--- config.mk ---
export PLATFORM = sky130hd
export DESIGN_NAME = fft_iter_approx
export DESIGN_NICKNAME = d
export VERILOG_FILES = /design/src/rtl/fft_iter_approx.sv
export SDC_FILE = /design/constraint.sdc
export NUM_CORES = 2
export LEC_CHECK = 0
export ABC_AREA = 1
export BUFFER_PORTS_ARGS = -buffer_cell sky130_fd_sc_hd__buf_2
export CAP_MARGIN = 20
export CORE_MARGIN = 2
export CORE_UTILIZATION = 66
export CTS_CLUSTER_SIZE = 28
export DETAILED_ROUTE_END_ITERATION = 8
export GPL_TIMING_DRIVEN = 0
export PLACE_DENSITY = 0.83
export SETUP_SLACK_MARGIN = 0.2
export SLEW_MARGIN = 0
export SYNTH_ARGS = -nofsm -noshare
export SYNTH_HDL_FRONTEND = slang
export SYNTH_SLANG_ARGS = --single-unit
--- constraint.sdc ---
create_clock -name clk -period 11.56 [get_ports clk]
set_input_delay 1.156 -clock clk [delete_from_list [all_inputs] [get_ports clk]]
set_output_delay 1.156 -clock clk [all_outputs]
set_load 0.01 [all_outputs]
--- src/rtl/fft_iter_approx.sv ---
// Iterative in-place radix-2 DIT FFT: bit-reversed load, one butterfly per cycle, natural-order unload.
// Butterfly outputs can be halved per stage (SCALE) and have TRUNC LSBs forced to zero.
module fft_iter_approx #(
  parameter int LOG2N   = 3,
  parameter int DW      = 16,
  parameter int TW_FRAC = 8,
  parameter int TRUNC   = 0,
  parameter int SCALE   = 0
) (
  input  logic                 clk,
  input  logic                 rst_n,
  input  logic                 in_valid,
  output logic                 in_ready,
  input  logic signed [DW-1:0] in_re,
  input  logic signed [DW-1:0] in_im,
  output logic                 out_valid,
  input  logic                 out_ready,
  output logic signed [DW-1:0] out_re,
  output logic signed [DW-1:0] out_im,
  output logic [LOG2N-1:0]     out_idx,
  output logic                 out_last,
  output logic                 busy
);

  localparam int N   = 1 << LOG2N;
  localparam int NH  = N / 2;
  localparam int TWW = TW_FRAC + 2;
  localparam int PW  = DW + TW_FRAC + 2;
  localparam real PI = 3.141592653589793;
  localparam logic [1:0] S_LOAD   = 2'd0;
  localparam logic [1:0] S_COMP   = 2'd1;
  localparam logic [1:0] S_UNLOAD = 2'd2;
  localparam logic [LOG2N-2:0] J_LAST   = (LOG2N-1)'(NH - 1);
  localparam logic [LOG2N-1:0] IDX_LAST = LOG2N'(N - 1);
  localparam logic [2:0]       S_FINAL  = 3'(LOG2N - 1);
  localparam logic [DW-1:0]    TMASK    = {DW{1'b1}} << TRUNC;

  logic [1:0]            r_state;
  logic [LOG2N-1:0]      r_cnt;
  logic [2:0]            r_stage;
  logic [LOG2N-2:0]      r_j;
  logic [LOG2N-1:0]      r_idx;
  logic                  r_out_valid;
  logic signed [DW-1:0]  r_out_re;
  logic signed [DW-1:0]  r_out_im;
  logic [2*DW-1:0]       r_mem [N];

  logic signed [TWW-1:0] w_tw_re [NH];
  logic signed [TWW-1:0] w_tw_im [NH];

  // Twiddle ROM: w = exp(-j*2*pi*k/N), rounded half away from zero.
  for (genvar gi = 0; gi < NH; gi++) begin : g_tw
    localparam real ANG = 2.0 * PI * real'(gi) / real'(N);
    localparam real XR  = real'(1 << TW_FRAC) * $cos(ANG);
    localparam real XI  = real'(1 << TW_FRAC) * $sin(ANG);
    localparam int  WR  = (XR >= 0.0) ? $rtoi(XR + 0.5) : -$rtoi(0.5 - XR);
    localparam int  WI  = (XI >= 0.0) ? -$rtoi(XI + 0.5) : $rtoi(0.5 - XI);
    assign w_tw_re[gi] = TWW'(WR);
    assign w_tw_im[gi] = TWW'(WI);
  end

  function automatic logic [LOG2N-1:0] bitrev(input logic [LOG2N-1:0] v);
    logic [LOG2N-1:0] r;
    r = '0;
    for (int i = 0; i < LOG2N; i++) r[i] = v[LOG2N-1-i];
    return r;
  endfunction

  function automatic logic signed [DW-1:0] post(input logic signed [DW:0] v);
    logic signed [DW:0] s;
    s = (SCALE != 0) ? (v >>> 1) : v;
    return DW'(s) & TMASK;
  endfunction

  logic                  w_load_fire;
  logic [LOG2N-1:0]      w_j_ext, w_hmask, w_low, w_a, w_b;
  logic [LOG2N-2:0]      w_k;
  logic signed [DW-1:0]  w_ar, w_ai, w_br, w_bi;
  logic signed [TWW-1:0] w_wr, w_wi;
  logic signed [PW-1:0]  w_pr, w_pi;
  logic signed [DW:0]    w_tr, w_ti;
  logic signed [DW-1:0]  w_na_re, w_na_im, w_nb_re, w_nb_im;

  assign w_load_fire = in_valid && (r_state == S_LOAD);

  always_comb begin
    w_j_ext = {1'b0, r_j};
    w_hmask = ~({LOG2N{1'b1}} << r_stage);
    w_low   = w_j_ext & w_hmask;
    w_a     = ((w_j_ext & ~w_hmask) << 1) | w_low;
    w_b     = w_a + (LOG2N'(1) << r_stage);
    w_k     = (LOG2N-1)'(w_low << (S_FINAL - r_stage));
    {w_ar, w_ai} = r_mem[w_a];
    {w_br, w_bi} = r_mem[w_b];
    w_wr    = w_tw_re[w_k];
    w_wi    = w_tw_im[w_k];
    w_pr    = PW'(w_wr) * PW'(w_br) - PW'(w_wi) * PW'(w_bi);
    w_pi    = PW'(w_wr) * PW'(w_bi) + PW'(w_wi) * PW'(w_br);
    w_tr    = (DW+1)'(w_pr >>> TW_FRAC);
    w_ti    = (DW+1)'(w_pi >>> TW_FRAC);
    w_na_re = post((DW+1)'(w_ar) + w_tr);
    w_na_im = post((DW+1)'(w_ai) + w_ti);
    w_nb_re = post((DW+1)'(w_ar) - w_tr);
    w_nb_im = post((DW+1)'(w_ai) - w_ti);
  end

  // Sample storage has no reset; its contents are meaningless until a frame is loaded.
  always_ff @(posedge clk) begin
    if (w_load_fire) r_mem[bitrev(r_cnt)] <= {in_re, in_im};
    if (r_state == S_COMP) begin
      r_mem[w_a] <= {w_na_re, w_na_im};
      r_mem[w_b] <= {w_nb_re, w_nb_im};
    end
  end

  always_ff @(posedge clk or negedge rst_n) begin
    if (!rst_n) begin
      r_state     <= S_LOAD;
      r_cnt       <= '0;
      r_stage     <= '0;
      r_j         <= '0;
      r_idx       <= '0;
      r_out_valid <= 1'b0;
      r_out_re    <= '0;
      r_out_im    <= '0;
    end else begin
      case (r_state)
        S_LOAD: begin
          if (in_valid) begin
            r_cnt <= r_cnt + 1'b1;
            if (r_cnt == IDX_LAST) begin
              r_state <= S_COMP;
              r_stage <= '0;
              r_j     <= '0;
            end
          end
        end
        S_COMP: begin
          if (r_j == J_LAST) begin
            r_j <= '0;
            if (r_stage == S_FINAL) r_state <= S_UNLOAD;
            else                    r_stage <= r_stage + 1'b1;
          end else begin
            r_j <= r_j + 1'b1;
          end
        end
        S_UNLOAD: begin
          // First UNLOAD cycle only primes the output registers with bin 0.
          if (!r_out_valid) begin
            r_out_valid          <= 1'b1;
            {r_out_re, r_out_im} <= r_mem[r_idx];
          end else if (out_ready) begin
            if (r_idx == IDX_LAST) begin
              r_out_valid <= 1'b0;
              r_idx       <= '0;
              r_state     <= S_LOAD;
            end else begin
              r_idx                <= r_idx + 1'b1;
              {r_out_re, r_out_im} <= r_mem[r_idx + 1'b1];
            end
          end
        end
        default: r_state <= S_LOAD;
      endcase
    end
  end

  assign in_ready  = (r_state == S_LOAD);
  assign busy      = (r_state != S_LOAD);
  assign out_valid = r_out_valid;
  assign out_re    = r_out_re;
  assign out_im    = r_out_im;
  assign out_idx   = r_idx;
  assign out_last  = r_out_valid && (r_idx == IDX_LAST);

endmodule

==> results of run 1 <==
## metrics by stage
stage	setup TNS, ps	std cells	setup WS (ps)	hold slack [ps]	util
after floorplan	0	5316	1240	474	-
after global placement	-441950	6227	-3120	496	0.689
after detailed placement	-528010	6252	-3660	517	0.698
after CTS	0	6344	203	528	0.736
## logic make-up after synthesis
family	after synthesis	synth area share
xor gates and xnor gates	105	0.0234
muxes	4	0.00100
adders and majority gates	740	0.304
and+or+nand+nor	1582	0.155
AOI/OAI and AO/OA	1298	0.183
other	1	0.0000912
DFF	302	0.215
buffers and inverters	1284	0.118
## layer usage
| metal | overflow | track usage |
|---|---|---|
| met4 | 115 | 0.825 |
| met3 | 48 | 0.782 |
| met2 | 153 | 0.962 |
| met5 | 3 | 0.606 |
| met1 | 35 | 0.858 |
## timing repair
action / 4_1_cts
gates cloned: 0
gates resized for setup: 259
setup endpoints to repair: 248
setup buffers: 29
pin swaps: 21
## synth_stat cells (all sizes together), types with 2 or more instances
master   instances  share of area
nor3            13         0.0020
a31oi           41         0.0062
nor2           371          0.034
inv            996          0.091
clkbuf         242          0.022
a221oi          56          0.012
dfrtp           46          0.028
o211ai         176          0.032
o22ai           11         0.0017
nor4             3        0.00046
nor3b            2        0.00036
a32o             8         0.0019
ha             305          0.093
o221ai           7         0.0015
o21bai          12         0.0022
buf             42         0.0045
a211oi           3        0.00055
edfxtp         256           0.19
o31ai           30         0.0055
a21o             9         0.0016
o21ai          663          0.081
o21a             3        0.00055
nand2          975          0.091
nand3          204          0.025
mux2i            3        0.00073
or2              7         0.0011
a21boi           4        0.00073
xnor2           23         0.0049
xor2            80          0.017
a22oi           23         0.0042
nand4            6        0.00091
o2111ai          4        0.00085
a21oi          246          0.030
fa             435           0.21
clkinv           4        0.00049
==> key figures, run 1 <==
Outcome
  – Outcome: aborted with a tool error
  – Last stage reached: 5_1_grt
  – Error: [ERROR GRT-0116] Global routing finished with congestion. Check the congestion regions in the DRC Viewer.

Clock tree
  – CTS buffer count: 35
  – Clk sink count: 302
  – Hold_buf cts: 0
  – Longest Clk Path Bufs: 3
  – H-tree lvl count: 2
  – Clock Tree Root: clkbuf_16

Yosys
  – Avg Inst Size Synth: 7.74 um^2
  – Yosys reg bits: 302
  – Mapped Area: 41100 um^2
  – Synth Net Count: 6092
  – Primary FF master, synth: edfxtp_1
  – Post-synth EDFFs: 256
  – Yosys cell types: 58
  – Asr flop ratio synth: 0.152
  – Ys Warns: 0
  – Mapped Cells: 5316
  – Proportion of synthesized chip area in sequential cells: 0.215

Global route
  – Pin count of the biggest net entering global routing: 47
  – Global-route wire length before repair: 395 mm
  – Total grt overflow: 354
  – Vias in the first global route: 53200
  – All-layer global routing usage: 0.860

Floorplan
  – Initial Util: 0.667
  – Rows: 91
  – Die width: 254 um
  – Number of placed I/O pins: 75
  – Die height: 254 um

Placed design
  – Placed cell areas: 43100 um^2
  – DP HPWL: 162 mm
  – Port bufs: 74
  – GPL Wtd Cong: 1.27
==> run 2, diff against run 1 <==
--- a/config.mk
+++ b/config.mk
@@ -9,12 +9,10 @@
 export BUFFER_PORTS_ARGS = -buffer_cell sky130_fd_sc_hd__buf_2
 export CAP_MARGIN = 20
 export CORE_MARGIN = 2
-export CORE_UTILIZATION = 66
-export CTS_CLUSTER_SIZE = 28
+export CORE_UTILIZATION = 40
 export DETAILED_ROUTE_END_ITERATION = 8
 export GPL_TIMING_DRIVEN = 0
-export PLACE_DENSITY = 0.83
-export SETUP_SLACK_MARGIN = 0.2
+export PLACE_DENSITY_LB_ADDON = 0.15
 export SLEW_MARGIN = 0
 export SYNTH_ARGS = -nofsm -noshare
 export SYNTH_HDL_FRONTEND = slang
==> key figures, run 2 <==
Clock tree
  – CTS buffer count: 37
  – Worst skew pair latency: 620 ps
  – CTS tree: built
  – Clk sink count: 302
  – Clock Tree Root: clkbuf_16
  – Longest Clk Path Bufs: 3
  – Clk slew on worst S/H paths: 60 ps
  – Hold_buf cts: 0
  – H-tree lvl count: 2

Global route
  – Vias in the first global route: 40600
  – Pin count of the biggest net entering global routing: 47
  – Initial antenna violation count: 15
  – Global-route wire length before repair: 319 mm
  – Total grt overflow: 0
  – All-layer global routing usage: 0.436

Floorplan
  – Rows: 117
  – Initial Util: 0.404
  – Core area: 102000 um^2
  – Die height: 325 um
  – Die width: 325 um
  – Number of placed I/O pins: 75
  – Die area: 105000 um^2

Worst setup path
  – CP max stage delay: 590 ps
  – Critical-path maximum fanout: 10
  – Worst setup SP type: flip-flop
  – Max stage delay cell, worst path: fa_1
  – Worst EP required: 11850 ps
  – WP data arrival: 11480 ps
  – Cell repeated most along the worst path: fa_1
  – CP Class: flip-flop to flip-flop
  – Critical Path End Type: flip-flop

Yosys
  – Most frequent cells after synthesis: inv_1, nand2_1, o21ai_0
  – Asr flop ratio synth: 0.152
  – Yosys cell types: 58
  – Synth Net Count: 6092
  – Avg Inst Size Synth: 7.74 um^2
  – Post-synth EDFFs: 256
  – Mapped Cells: 5316
  – Yosys reg bits: 302
  – Mapped Area: 41100 um^2
  – Area contributors post-synth: fa_1, edfxtp_1, ha_1
  – Most frequent cell after synthesis: inv_1
  – Ys Warns: 0
  – Proportion of synthesized chip area in sequential cells: 0.215
  – Primary FF master, synth: edfxtp_1
  – Leading area contributor after synthesis: fa_1
  – Top cell type's share of synthesized area: 0.212

Routing
  – Avg WL per Cell: 33.5 um
  – Final wirelength: 234 mm
  – DRC: 0
  – DRT iter0 DRCs: 6443
  – Vias post-DR: 42700
  – DR pass1 iterations: 9
  – Routed Antenna Nets: 0
  – Via density: 6.12

Timing
  – Peak Freq: 0.0894 GHz
  – Hold Fails Final Rpt: 0
  – Worst slew margin: 0.0914
  – Final Skew: 40.3 ps
  – Setup violations, final: 0
  – Fin crit share: 0.968
  – Fin. max-slew vios: 0
  – Worst slew pin tran: 1360 ps
  – Crit path time final: 11190 ps

Placed design
  – Port bufs: 74
  – DP HPWL: 184 mm
  – GPL Wtd Cong: 1.12

Min path
  – Worst hold path type: flip-flop to flip-flop

Cells and area
  – Syn-to-layout area delta: 15.9%
  – Most frequent cells in the layout: inv_1, nand2_1, o21ai_0
  – Leading cell type in the layout, fill and taps excluded: inv_1
  – Nets: 6342
  – Max FFs per register: 256
  – Fill cells: 10400
  – Top reg by flops: r_mem
  – Share of cells above drive strength 1: 0.101
  – Final core occ: 0.468

Outcome
  – Outcome: finished clean

Job
  – Max-cap violations: 0
[run 2: routing by layer]
layer / vias up / wire length (um) / track usage / share of wire
li1: 17800 / - / - / -
met3: 975 / 29300 / 0.149 / 0.13
met2: 3200 / 98500 / 0.658 / 0.42
met1: 20700 / 82900 / 0.515 / 0.35
met5: - / 201 / 0 / 0.00086
met4: 12 / 22800 / 0.319 / 0.097
[run 2: critical path: cells and delay by family, from the launching register on]
kind	cells	cell delay, ps
DFF	1	440
buffers and inverters	10	1670
adders and majority gates	10	4120
and+or+nand+nor	7	1280
AOI/OAI and AO/OA	13	2880
xor gates and xnor gates	2	460
[run 2: metrics by stage]
| stage | area (um^2) | cells | TNS, ps | hold WS, ps | worst slack, ps |
|---|---|---|---|---|---|
| global route | 47700 | 6959 | -96.9 | 559 | -19.8 |
| finish | 47700 | 6971 | 0 | 534 | 370 |
| detailed placement | 44400 | 6824 | -568020 | 504 | -3840 |
| floorplan | 41100 | 5316 | 0 | 474 | 1240 |
| CTS | 46700 | 6911 | -12.3 | 515 | -7.19 |
| global placement | 43200 | 6758 | -574870 | 503 | -3840 |
[run 2: logic make-up (layout without fill, tap and decap cells)]
family / after synthesis / in the layout / synth area share
other: 1 / 13 / 0.0000912
XOR/XNOR: 105 / 105 / 0.0234
buffers and inverters: 1284 / 1559 / 0.118
multiplexers: 4 / 4 / 0.00100
AND/OR/NAND/NOR: 1582 / 1582 / 0.155
adder cells (fa/ha/maj): 740 / 740 / 0.304
flip-flops: 302 / 302 / 0.215
AO/OA/AOI/OAI: 1298 / 1298 / 0.183
[run 2: area by class of cell]
cell class	count	area [um^2]	share of cell area
clock buffer	46	1020	0.0214
tap	1368	1710	0.0359
buffer	279	1190	0.0251
sequential	302	8840	0.185
multi-input combinational	3730	28600	0.601
clock inverter	18	230	0.00483
inverter	1000	3770	0.0791
antenna	12	30.0	0.000630
timing repair buffer	216	2250	0.0471
[run 2: final timing paths]
kind	start	end	slack [ps]	cells after the start
setup reg to reg	r_stage[1]	r_mem[1][29]	370	42
setup / recovery	r_stage[1]	r_mem[1][29]	370	42
hold / removal	r_cnt[0]	r_cnt[0]	530	1
min in group asynchronous	rst_n	out_re[9]	660	1
hold reg to reg	r_cnt[0]	r_cnt[0]	530	1
max in group asynchronous	rst_n	r_stage[1]	10260	1
[run 2: repair_timing]
item                                    CTS  global route
setup buffers                            27            34
pin swaps                                16            35
cloned                                    0             0
endpoints found under the setup margin  248           148
gates resized for setup                 227           153
Power of run 2 is left out: the tool's default activity adds up to more than one toggle a clock period on the data nets, which glitch-free logic cannot reach.
